[src/rtl/bubsys_sdram_arbiter_if.sv]
// SDRAM controller request bus shared by the arbiter and controller.
// One request is held until acked; completion is a single-cycle strobe.
interface bubsys_sdram_arbiter_if #(
  parameter int AW = 24
);
  logic          o_MEM_RQ;
  logic          o_MEM_WE;
  logic [AW-1:0] o_MEM_ADDR;
  logic [15:0]   o_MEM_DIN;
  logic          i_MEM_ACK;
  logic          i_MEM_RDY;
  logic [15:0]   i_MEM_DOUT;

  modport master (
    output o_MEM_RQ,
    output o_MEM_WE,
    output o_MEM_ADDR,
    output o_MEM_DIN,
    input  i_MEM_ACK,
    input  i_MEM_RDY,
    input  i_MEM_DOUT
  );

  modport slave (
    input  o_MEM_RQ,
    input  o_MEM_WE,
    input  o_MEM_ADDR,
    input  o_MEM_DIN,
    output i_MEM_ACK,
    output i_MEM_RDY,
    output i_MEM_DOUT
  );
endinterface

[src/rtl/bubsys_sdram_arbiter.sv]
// Bubble System SDRAM arbiter: packs ioctl download bytes into word
// writes and serves CPU/sound ROM reads, one transaction in flight.
module bubsys_sdram_arbiter #(
  parameter int AW         = 24,
  parameter int STARVE_MAX = 8
) (
  input  logic          i_EMU_MCLK,
  input  logic          i_EMU_RST_n,
  input  logic          i_DL_EN,
  input  logic          i_DL_WR,
  input  logic [26:0]   i_DL_ADDR,
  input  logic [7:0]    i_DL_DATA,
  output logic          o_DL_WAIT,
  input  logic          i_CPU_RQ,
  input  logic          i_SND_RQ,
  input  logic [AW-1:0] i_CPU_ADDR,
  input  logic [AW-1:0] i_SND_ADDR,
  output logic [15:0]   o_CPU_DATA,
  output logic [15:0]   o_SND_DATA,
  output logic          o_CPU_RDY,
  output logic          o_SND_RDY,
  bubsys_sdram_arbiter_if.master mem
);

  localparam logic [3:0] SMAX = 4'(STARVE_MAX);

  typedef enum logic [1:0] {
    IDLE, ISSUE, WAIT, DONE
  } state_t;

  typedef enum logic [1:0] {
    OWN_DL, OWN_CPU, OWN_SND
  } own_t;

  state_t        state;
  own_t          owner;
  logic [7:0]    lo_byte;
  logic [AW-1:0] lo_addr;
  logic          half;
  logic          pend;
  logic [AW-1:0] w_addr;
  logic [15:0]   w_data;
  logic [3:0]    starve;

  logic dl_even;
  logic dl_odd;
  logic flush;
  logic idle;
  logic grant_snd;
  logic grant_cpu;
  logic mem_done;
  logic unused_dl_addr;

  assign unused_dl_addr = ^i_DL_ADDR[26:AW+1];

  assign idle    = (state == IDLE);
  assign dl_even = i_DL_WR & ~i_DL_ADDR[0];
  assign dl_odd  = i_DL_WR & i_DL_ADDR[0]
                 & ~o_DL_WAIT;
  // Trailing even byte: wait for any write in
  // flight, then push it out zero-padded.
  assign flush   = ~i_DL_EN & half & ~pend
                 & ~o_DL_WAIT & ~i_DL_WR;

  assign grant_snd = idle & ~pend & ~i_DL_EN
                   & i_SND_RQ
                   & ((starve == SMAX) | ~i_CPU_RQ);
  assign grant_cpu = idle & ~pend & ~i_DL_EN
                   & i_CPU_RQ & ~grant_snd;

  assign mem_done =
    ((state == ISSUE) & mem.i_MEM_ACK
                      & mem.i_MEM_RDY) |
    ((state == WAIT)  & mem.i_MEM_RDY);

  always_ff @(posedge i_EMU_MCLK or negedge i_EMU_RST_n) begin
    if (!i_EMU_RST_n) begin
      state          <= IDLE;
      owner          <= OWN_DL;
      lo_byte        <= '0;
      lo_addr        <= '0;
      half           <= 1'b0;
      pend           <= 1'b0;
      w_addr         <= '0;
      w_data         <= '0;
      starve         <= '0;
      o_DL_WAIT      <= 1'b0;
      o_CPU_DATA     <= '0;
      o_SND_DATA     <= '0;
      o_CPU_RDY      <= 1'b0;
      o_SND_RDY      <= 1'b0;
      mem.o_MEM_RQ   <= 1'b0;
      mem.o_MEM_WE   <= 1'b0;
      mem.o_MEM_ADDR <= '0;
      mem.o_MEM_DIN  <= '0;
    end else begin
      o_CPU_RDY <= 1'b0;
      o_SND_RDY <= 1'b0;

      unique case (1'b1)
        dl_even: begin
          lo_byte <= i_DL_DATA;
          lo_addr <= i_DL_ADDR[AW:1];
          half    <= 1'b1;
        end
        dl_odd: begin
          w_data    <= {i_DL_DATA, lo_byte};
          w_addr    <= i_DL_ADDR[AW:1];
          pend      <= 1'b1;
          half      <= 1'b0;
          o_DL_WAIT <= 1'b1;
        end
        flush: begin
          w_data    <= {8'h00, lo_byte};
          w_addr    <= lo_addr;
          pend      <= 1'b1;
          half      <= 1'b0;
          o_DL_WAIT <= 1'b1;
        end
        default: ;
      endcase

      if (!i_SND_RQ || grant_snd)
        starve <= '0;
      else if (grant_cpu && starve != SMAX)
        starve <= starve + 4'd1;

      unique case (state)
        IDLE: begin
          unique case (1'b1)
            pend: begin
              owner          <= OWN_DL;
              pend           <= 1'b0;
              mem.o_MEM_WE   <= 1'b1;
              mem.o_MEM_ADDR <= w_addr;
              mem.o_MEM_DIN  <= w_data;
              mem.o_MEM_RQ   <= 1'b1;
              state          <= ISSUE;
            end
            grant_snd: begin
              owner          <= OWN_SND;
              mem.o_MEM_WE   <= 1'b0;
              mem.o_MEM_ADDR <= i_SND_ADDR;
              mem.o_MEM_RQ   <= 1'b1;
              state          <= ISSUE;
            end
            grant_cpu: begin
              owner          <= OWN_CPU;
              mem.o_MEM_WE   <= 1'b0;
              mem.o_MEM_ADDR <= i_CPU_ADDR;
              mem.o_MEM_RQ   <= 1'b1;
              state          <= ISSUE;
            end
            default: ;
          endcase
        end
        ISSUE: begin
          if (mem.i_MEM_ACK) begin
            mem.o_MEM_RQ <= 1'b0;
            state <= mem.i_MEM_RDY ? DONE : WAIT;
          end
        end
        WAIT: begin
          if (mem.i_MEM_RDY)
            state <= DONE;
        end
        DONE: state <= IDLE;
        default: state <= IDLE;
      endcase

      if (mem_done) begin
        unique case (owner)
          OWN_CPU: begin
            o_CPU_DATA <= mem.i_MEM_DOUT;
            o_CPU_RDY  <= 1'b1;
          end
          OWN_SND: begin
            o_SND_DATA <= mem.i_MEM_DOUT;
            o_SND_RDY  <= 1'b1;
          end
          default: o_DL_WAIT <= 1'b0;
        endcase
      end
    end
  end

endmodule

[src/flat_wrapper.sv]
// flat-port wrapper written by rule: the top's interface ports become plain ports
module bubsys_sdram_arbiter_flat 
#(
  parameter int AW         = 24,
  parameter int STARVE_MAX = 8
)
  (i_EMU_MCLK, i_EMU_RST_n, i_DL_EN, i_DL_WR, i_DL_ADDR, i_DL_DATA, o_DL_WAIT, i_CPU_RQ, i_SND_RQ, i_CPU_ADDR, i_SND_ADDR, o_CPU_DATA, o_SND_DATA, o_CPU_RDY, o_SND_RDY, mem_o_MEM_RQ, mem_o_MEM_WE, mem_o_MEM_ADDR, mem_o_MEM_DIN, mem_i_MEM_ACK, mem_i_MEM_RDY, mem_i_MEM_DOUT);
  bubsys_sdram_arbiter_if #(.AW(AW)) mem_i ();
  input  logic i_EMU_MCLK;
  input  logic i_EMU_RST_n;
  input  logic i_DL_EN;
  input  logic i_DL_WR;
  input  logic [26:0] i_DL_ADDR;
  input  logic [7:0] i_DL_DATA;
  output logic o_DL_WAIT;
  input  logic i_CPU_RQ;
  input  logic i_SND_RQ;
  input  logic [AW-1:0] i_CPU_ADDR;
  input  logic [AW-1:0] i_SND_ADDR;
  output logic [15:0] o_CPU_DATA;
  output logic [15:0] o_SND_DATA;
  output logic o_CPU_RDY;
  output logic o_SND_RDY;
  output wire logic [$bits(mem_i.o_MEM_RQ)-1:0] mem_o_MEM_RQ;
  output wire logic [$bits(mem_i.o_MEM_WE)-1:0] mem_o_MEM_WE;
  output wire logic [$bits(mem_i.o_MEM_ADDR)-1:0] mem_o_MEM_ADDR;
  output wire logic [$bits(mem_i.o_MEM_DIN)-1:0] mem_o_MEM_DIN;
  input wire logic [$bits(mem_i.i_MEM_ACK)-1:0] mem_i_MEM_ACK;
  input wire logic [$bits(mem_i.i_MEM_RDY)-1:0] mem_i_MEM_RDY;
  input wire logic [$bits(mem_i.i_MEM_DOUT)-1:0] mem_i_MEM_DOUT;
  assign mem_o_MEM_RQ = mem_i.o_MEM_RQ;
  assign mem_o_MEM_WE = mem_i.o_MEM_WE;
  assign mem_o_MEM_ADDR = mem_i.o_MEM_ADDR;
  assign mem_o_MEM_DIN = mem_i.o_MEM_DIN;
  assign mem_i.i_MEM_ACK = mem_i_MEM_ACK;
  assign mem_i.i_MEM_RDY = mem_i_MEM_RDY;
  assign mem_i.i_MEM_DOUT = mem_i_MEM_DOUT;
  bubsys_sdram_arbiter #(.AW(AW), .STARVE_MAX(STARVE_MAX)) u_core (.i_EMU_MCLK(i_EMU_MCLK), .i_EMU_RST_n(i_EMU_RST_n), .i_DL_EN(i_DL_EN), .i_DL_WR(i_DL_WR), .i_DL_ADDR(i_DL_ADDR), .i_DL_DATA(i_DL_DATA), .o_DL_WAIT(o_DL_WAIT), .i_CPU_RQ(i_CPU_RQ), .i_SND_RQ(i_SND_RQ), .i_CPU_ADDR(i_CPU_ADDR), .i_SND_ADDR(i_SND_ADDR), .o_CPU_DATA(o_CPU_DATA), .o_SND_DATA(o_SND_DATA), .o_CPU_RDY(o_CPU_RDY), .o_SND_RDY(o_SND_RDY), .mem(mem_i));
endmodule
[config.mk]
export PLATFORM = sky130hd
export DESIGN_NAME = bubsys_sdram_arbiter_flat
export DESIGN_NICKNAME = d
export VERILOG_FILES = /design/src/rtl/bubsys_sdram_arbiter_if.sv /design/src/rtl/bubsys_sdram_arbiter.sv /design/src/flat_wrapper.sv
export SDC_FILE = /design/constraint.sdc
export NUM_CORES = 1
export LEC_CHECK = 0
export ABC_CLOCK_PERIOD_IN_PS = 1600
export BUFFER_PORTS_ARGS = -buffer_cell sky130_fd_sc_hd__buf_2
export CAP_MARGIN = 40
export CORE_MARGIN = 2
export CORE_UTILIZATION = 45
export CTS_CLUSTER_DIAMETER = 40
export DETAILED_ROUTE_END_ITERATION = 16
export MAX_ROUTING_LAYER = met4
export PLACE_DENSITY = 0.76
export RECOVER_POWER = 100
export SLEW_MARGIN = 20
export SYNTH_ARGS = -nofsm -noshare
export SYNTH_HDL_FRONTEND = slang
export SYNTH_SLANG_ARGS = --single-unit
[constraint.sdc]
create_clock -name i_EMU_MCLK -period 1.6 [get_ports i_EMU_MCLK]
set_input_delay 0.16 -clock i_EMU_MCLK [delete_from_list [all_inputs] [get_ports i_EMU_MCLK]]
set_output_delay 0.16 -clock i_EMU_MCLK [all_outputs]
set_load 0.05 [all_outputs]
# == Yosys cells after proc, flatten, opt, wreduce, memory -nomap -nowiden ==
# Index checks and enable logic that the tools add are counted.
# word_totals
reg_bits,159
elab_cells,101
mem_bits_rw,0
latch_bits,0
mem_bits_ro,0
n_memories,0
input_bits,107
# op_classes
add_sub_neg,1
eq_ne,10
n_bitwise,25
n_div,0
magnitude_cmp,0
n_mux,26
n_shift,0
n_mul,0
n_reduce_logical,21
# ops
cell,n
24-bit case mux with 3 select lines,1
24-bit case mux with 2 select lines,1
16-bit case mux with 2 select lines,1
1-bit bitwise AND,16
1-bit 2-to-1 mux,13
2-bit AND reduction,5
2-bit nonzero test,5
4-bit 2-to-1 mux,2
2-bit case mux with 4 select lines,1
1-bit inverter,7
2-bit equality test (second input constant),3
2-bit 2-to-1 mux,3
2-bit != test (second input constant),3
1-bit case mux with 2 select lines,3
2-bit case mux with 3 select lines,1
3-bit AND reduction,2
2-bit OR reduction,3
4-bit by 1-bit adder with 4-bit output (second input constant),1
2-bit by 1-bit equality test with 1-bit output (second input constant),2
4-bit equality test (second input constant),1
4-bit != test (second input constant),1
3-bit nonzero test,1
3-bit OR reduction,1
2-bit logical NOT,1
4 further kinds,5

# == Depth between registers and ports, before layout ==
# logic_depth
depth_word,10
ltp_mapped,7
depth_no_buf,6

# == Least setup slack after synthesis ==
# No wires, ideal clock.
# synth_path
kind,reg2reg
start,register u_core.o_DL_WAIT
end,register u_core.w_data[7]
t_required_ns,1.475
n_path_buf,2
arrival_time_ns,1.753
stages_incl_launch_ff,6
synth_period_minus_slack_ns,1.877
setup_time_ns,0.125
slack_ns,-0.277
cell_sequence,dfrtp_1 and3b_1 buf_2 a31oi_4 buf_6 mux2_2
# synth_via
elab_chain_len,4
# synth_rtl
item,line,rtl
from (decl),bubsys_sdram_arbiter.sv:13,"output logic o_DL_WAIT,"
from (signal assigned),bubsys_sdram_arbiter.sv:87,o_DL_WAIT <= 1'b0;
from (signal assigned),bubsys_sdram_arbiter.sv:111,o_DL_WAIT <= 1'b1;
from (signal assigned),bubsys_sdram_arbiter.sv:118,o_DL_WAIT <= 1'b1;
1-bit inverter (*),"bubsys_sdram_arbiter.sv:59, bubsys_sdram_arbiter.sv:63",
1-bit bitwise AND (2 in series),bubsys_sdram_arbiter.sv:63,& ~o_DL_WAIT & ~i_DL_WR;
2-bit nonzero test (no line) (*),-,
to (signal assigned),bubsys_sdram_arbiter.sv:107,"w_data <= {i_DL_DATA, lo_byte};"
to (signal assigned),bubsys_sdram_arbiter.sv:114,"w_data <= {8'h00, lo_byte};"
to (decl),bubsys_sdram_arbiter.sv:42,logic [15:0] w_data;
# Mark *: on every way between the ends. The rest lies on a longest branch, timed or not.
# A chain may end at the register's enable or synchronous reset.

# == Worst setup path after layout ==
# layout_path
start,register u_core.state[0]
end,register u_core.mem.o_MEM_ADDR[0]
# layout_via
elab_chain_len,9
# layout_rtl
item,line,rtl
from (decl),bubsys_sdram_arbiter.sv:35,state_t state;
from (signal assigned),bubsys_sdram_arbiter.sv:160,state <= mem.i_MEM_RDY ? DONE : WAIT;
2-bit logical NOT (*),"bubsys_sdram_arbiter.sv:56, bubsys_sdram_arbiter.sv:128",
1-bit bitwise AND (2 in series),"bubsys_sdram_arbiter.sv:65, bubsys_sdram_arbiter.sv:68",
1-bit bitwise AND,bubsys_sdram_arbiter.sv:66,& i_SND_RQ
1-bit bitwise AND,bubsys_sdram_arbiter.sv:67,& ((starve == SMAX) | ~i_CPU_RQ);
1-bit inverter,bubsys_sdram_arbiter.sv:69,& i_CPU_RQ & ~grant_snd;
1-bit bitwise AND,bubsys_sdram_arbiter.sv:69,
3-bit nonzero test (no line),-,
2-bit AND reduction (no line),-,
to (signal assigned),bubsys_sdram_arbiter.sv:135,mem.o_MEM_ADDR <= w_addr;
to (signal assigned),bubsys_sdram_arbiter.sv:143,mem.o_MEM_ADDR <= i_SND_ADDR;
to (signal assigned),bubsys_sdram_arbiter.sv:150,mem.o_MEM_ADDR <= i_CPU_ADDR;
to (decl),bubsys_sdram_arbiter_if.sv:17,"output o_MEM_ADDR,"
# Marked as above.

==> flow_summary.json <==
{
  "clock_h_tree_levels": 4,
  "crit-reg2reg-capture": "u_core.mem.o_MEM_ADDR[0]",
  "synth_top_family_by_area": "multiplexers",
  "synth-compound-area-share_pct": 11.16,
  "die_x_um": 124.6,
  "layout.filler_cells": 1029,
  "min_path_type": "in2reg",
  "finalHoldViolations": 0,
  "timing.critical_path.fanout_max": 9,
  "drt-vias-per-instance": 5.344,
  "clock.fmax_mhz": 566.3,
  "cp-end-kind": "flip-flop",
  "yosys.area.top_type_share_pct": 60.74,
  "initial_utilization_pct": 45.59,
  "layout_commonest_cell": "sky130_fd_sc_hd__dfrtp_1",
  "ys_top_cells_by_area": "sky130_fd_sc_hd__dfrtp_1 61%, sky130_fd_sc_hd__mux2_2 15%, sky130_fd_sc_hd__o22ai_1 4.6%",
  "fp-row-count": 44,
  "wl_per_cell_um": 18.42,
  "gr-usage-all-layers_pct": 23.88,
  "most-common-layout-cells": "158 x sky130_fd_sc_hd__dfrtp_1, 97 x sky130_fd_sc_hd__buf_2, 85 x sky130_fd_sc_hd__clkbuf_1, 73 x sky130_fd_sc_hd__nand2_1, 58 x sky130_fd_sc_hd__dlygate4sd3_1",
  "clkSinkCount": 159,
  "synthesis.area_per_instance_um2": 12.52,
  "post_synth_and_or_nand_nor_area_fraction_pct": 8.023,
  "synth-edff-count": 0,
  "yosysTopAreaCell": "sky130_fd_sc_hd__dfrtp_1",
  "routed-via-count": 5344,
  "cts_made_buffers": 17,
  "clock_path_buffers": 2,
  "synth_xor_xnor_area_share_pct": 0,
  "fin_total_pwr_mw": 19.84,
  "first_pass_grt_wire_length_mm": 28.57,
  "core-area_um2": 14370,
  "yosysSeqAreaShare_pct": 60.74,
  "clkSlewWorstSetupHoldPaths_ns": 0.06,
  "diode_insertion_count_for_antenna_repair": 0,
  "dp_hpwl_mm": 11.05,
  "remaining_global_route_overflow": 0,
  "floorplan.die_area_um2": 15540,
  "post_synth_inst_count": 523,
  "drive_above_1_share_pct": 39.71,
  "final_critical_path_setup_slack_ns": -0.1659,
  "post-route-period-util_pct": 110.4,
  "number_of_global_route_vias_before_repair": 5725,
  "synth_ff_type": "sky130_fd_sc_hd__dfrtp_1",
  "post_synth_arst_share_pct": 100.0,
  "timing.max_cap.violations": 0,
  "root_buffer": "sky130_fd_sc_hd__clkbuf_16",
  "violations": "negative setup slack",
  "holdPathStages": 3,
  "setup_viol": 56,
  "tightest_slew_ns": 1.059,
  "slew_viol_final": 0,
  "power_density_nw_per_um2": 2059,
  "min_clock_period_post_route_ns": 1.766,
  "required_ns": 1.90,
  "power.static_leakage_nw": 4.472,
  "min_from": "i_CPU_ADDR[19]",
  "drt-total-wl_mm": 18.42,
  "hold-path-endpoint": "u_core.mem.o_MEM_ADDR[19]",
  "drt_iter0_drc": 319,
  "ys_warn_count": 0,
  "drt_first_pass_iters": 5,
  "final_antenna_net_count": 0,
  "drc_errors": 0,
  "post_synthesis_sequential_element_count": 159,
  "synth_cell_types": 35,
  "setup.reg_to_reg.worst_slack_ns": -0.17,
  "synth_mux_area_share_pct": 15.13,
  "tritoncts_clock_tree": "built",
  "num_io_pins": 184,
  "antenna_found_initial": 0,
  "chipHeight_um": 124.6,
  "arrival_time_worst_endpoint_ns": 2.07,
  "reg2regPathDepth": 9,
  "gpl.final_weighted_congestion": 0.8461,
  "count_of_port_buffers_added_during_placement": 181,
  "final_layout_net_count": 918,
  "crit_reg_reg_startpoint": "u_core.state[0]",
  "maximum_number_of_pins_on_one_net_before_global_route_repair": 67,
  "adder_cell_area_share_of_the_yosys_netlist_pct": 1.528,
  "setup-tns-final_ns": -5.818,
  "areaGrowthSynthToFinish_pct": 47.13,
  "worst_clock_skew_ns": 0.007871,
  "result_of_the_run": "finished with violations",
  "synth.net_count": 638,
  "setup.worst_path.start_class": "flip-flop",
  "final_area_um2": 9637,
  "timing.setup.critical_path_class": "reg2reg",
  "unrepaired_setup_endpoints_after_global_routing": "yes",
  "post_synth_instance_area_um2": 6550,
  "power.ir.vdd_worst_v": 0.001004,
  "max_slew_margin_pct": 29.39,
  "clk_lat_worst_skew_ns": 0.42,
  "placed_cell_area_um2": 8001
}
-- synth_stat cells, types with 2 or more instances --
library cell,count
sky130_fd_sc_hd__buf_2,11
sky130_fd_sc_hd__o22ai_1,48
sky130_fd_sc_hd__o21ai_0,4
sky130_fd_sc_hd__clkbuf_1,8
sky130_fd_sc_hd__a22oi_1,26
sky130_fd_sc_hd__nand2_1,75
sky130_fd_sc_hd__and3b_1,2
sky130_fd_sc_hd__buf_6,7
sky130_fd_sc_hd__nand2_2,2
sky130_fd_sc_hd__nor2_1,28
sky130_fd_sc_hd__a21oi_1,12
sky130_fd_sc_hd__ha_1,8
sky130_fd_sc_hd__mux2_2,88
sky130_fd_sc_hd__inv_1,14
sky130_fd_sc_hd__dfrtp_1,159
sky130_fd_sc_hd__nor2b_1,3
sky130_fd_sc_hd__nand3_1,7
sky130_fd_sc_hd__a21boi_0,4
-- registers in the layout (all words and copies together) (netlist names), 2 cells and up --
name,flops
u_core.o_CPU_DATA,16
u_core.mem.o_MEM_ADDR,24
u_core.w_data,16
u_core.state,2
u_core.starve,4
u_core.w_addr,24
u_core.lo_addr,24
u_core.o_SND_DATA,16
u_core.lo_byte,8
u_core.mem.o_MEM_DIN,16
u_core.owner,2
-- worst max-delay path, cell delays in order, from the launching register on --
cell                       delay (ns)
sky130_fd_sc_hd__dfrtp_1         0.40
sky130_fd_sc_hd__inv_2           0.13
sky130_fd_sc_hd__ha_4            0.15
sky130_fd_sc_hd__nor3b_4         0.23
sky130_fd_sc_hd__buf_4           0.16
sky130_fd_sc_hd__o311ai_4        0.09
sky130_fd_sc_hd__buf_12          0.16
sky130_fd_sc_hd__buf_12          0.14
sky130_fd_sc_hd__o22ai_2         0.12
sky130_fd_sc_hd__nor2_1          0.07
-- power breakdown --
group | total, mW | leakage [nW] | switching [mW] | internal (mW)
sequential | 6.74 | 1.94 | 1.10 | 5.64
clock | 3.99 | 0.282 | 1.58 | 2.41
combinational | 9.11 | 2.25 | 5.97 | 3.14
-- stage by stage --
step	util, %	setup WS (ns)	hold slack [ns]	instances
2_1_floorplan	-	-0.09676	-0.1356	523
3_3_place_gp	55.69	-0.1241	0.09601	887
3_5_place_dp	55.69	-0.1785	0.1014	887
4_1_cts	65.10	-0.07324	0.001134	987
5_1_grt	67.07	-0.2522	0.02013	1000
6_report	67.07	-0.1659	0.002984	1000
-- repair_timing --
action	in CTS	in global routing
pin swaps	2	18
setup endpoints to repair	63	80
hold endpoints to repair	134	0
gates cloned	2	3
resized for setup	17	61
setup buffers	8	10
hold buffers	58	0
-- worst max-delay path by stage --
stage | from | to | slack (ns) | cells past startpoint
after floorplan | u_core.o_DL_WAIT | u_core.w_data[7] | -0.1 | 5
after global placement | u_core.state[1] | u_core.mem.o_MEM_RQ | -0.12 | 7
after detailed placement | u_core.state[0] | u_core.mem.o_MEM_RQ | -0.18 | 7
after CTS | u_core.state[0] | u_core.o_SND_DATA[5] | -0.07 | 6
after global routing | u_core.state[1] | u_core.mem.o_MEM_ADDR[0] | -0.25 | 9
final | u_core.state[0] | u_core.mem.o_MEM_ADDR[0] | -0.17 | 9
-- kinds of logic after synthesis --
kind of cell / count (synthesis)
buffers and inverters: 41
adders and majority gates: 8
AOI/OAI and AO/OA: 104
muxes: 88
and+or+nand+nor: 123
DFF: 159
-- metal layers --
metal  part of all wire, %  global-route usage, %
met3                   5.0                  5.112
met2                    53                  40.50
met1                    40                  28.07
met5                     0                      -
met4                   2.3                  8.923
-- area by class of cell --
cell class	count	area, um^2	share of cell area (%)
Clock buffer	22	474.2	4.921
Clock inverter	10	111.4	1.156
Inverter	14	52.55	0.5453
Multi-Input combinational cell	327	2898	30.07
Sequential cell	159	3980	41.30
Tap cell	184	230.2	2.389
Timing Repair Buffer	284	1891	19.62
(Power assumes the default switching activity.)
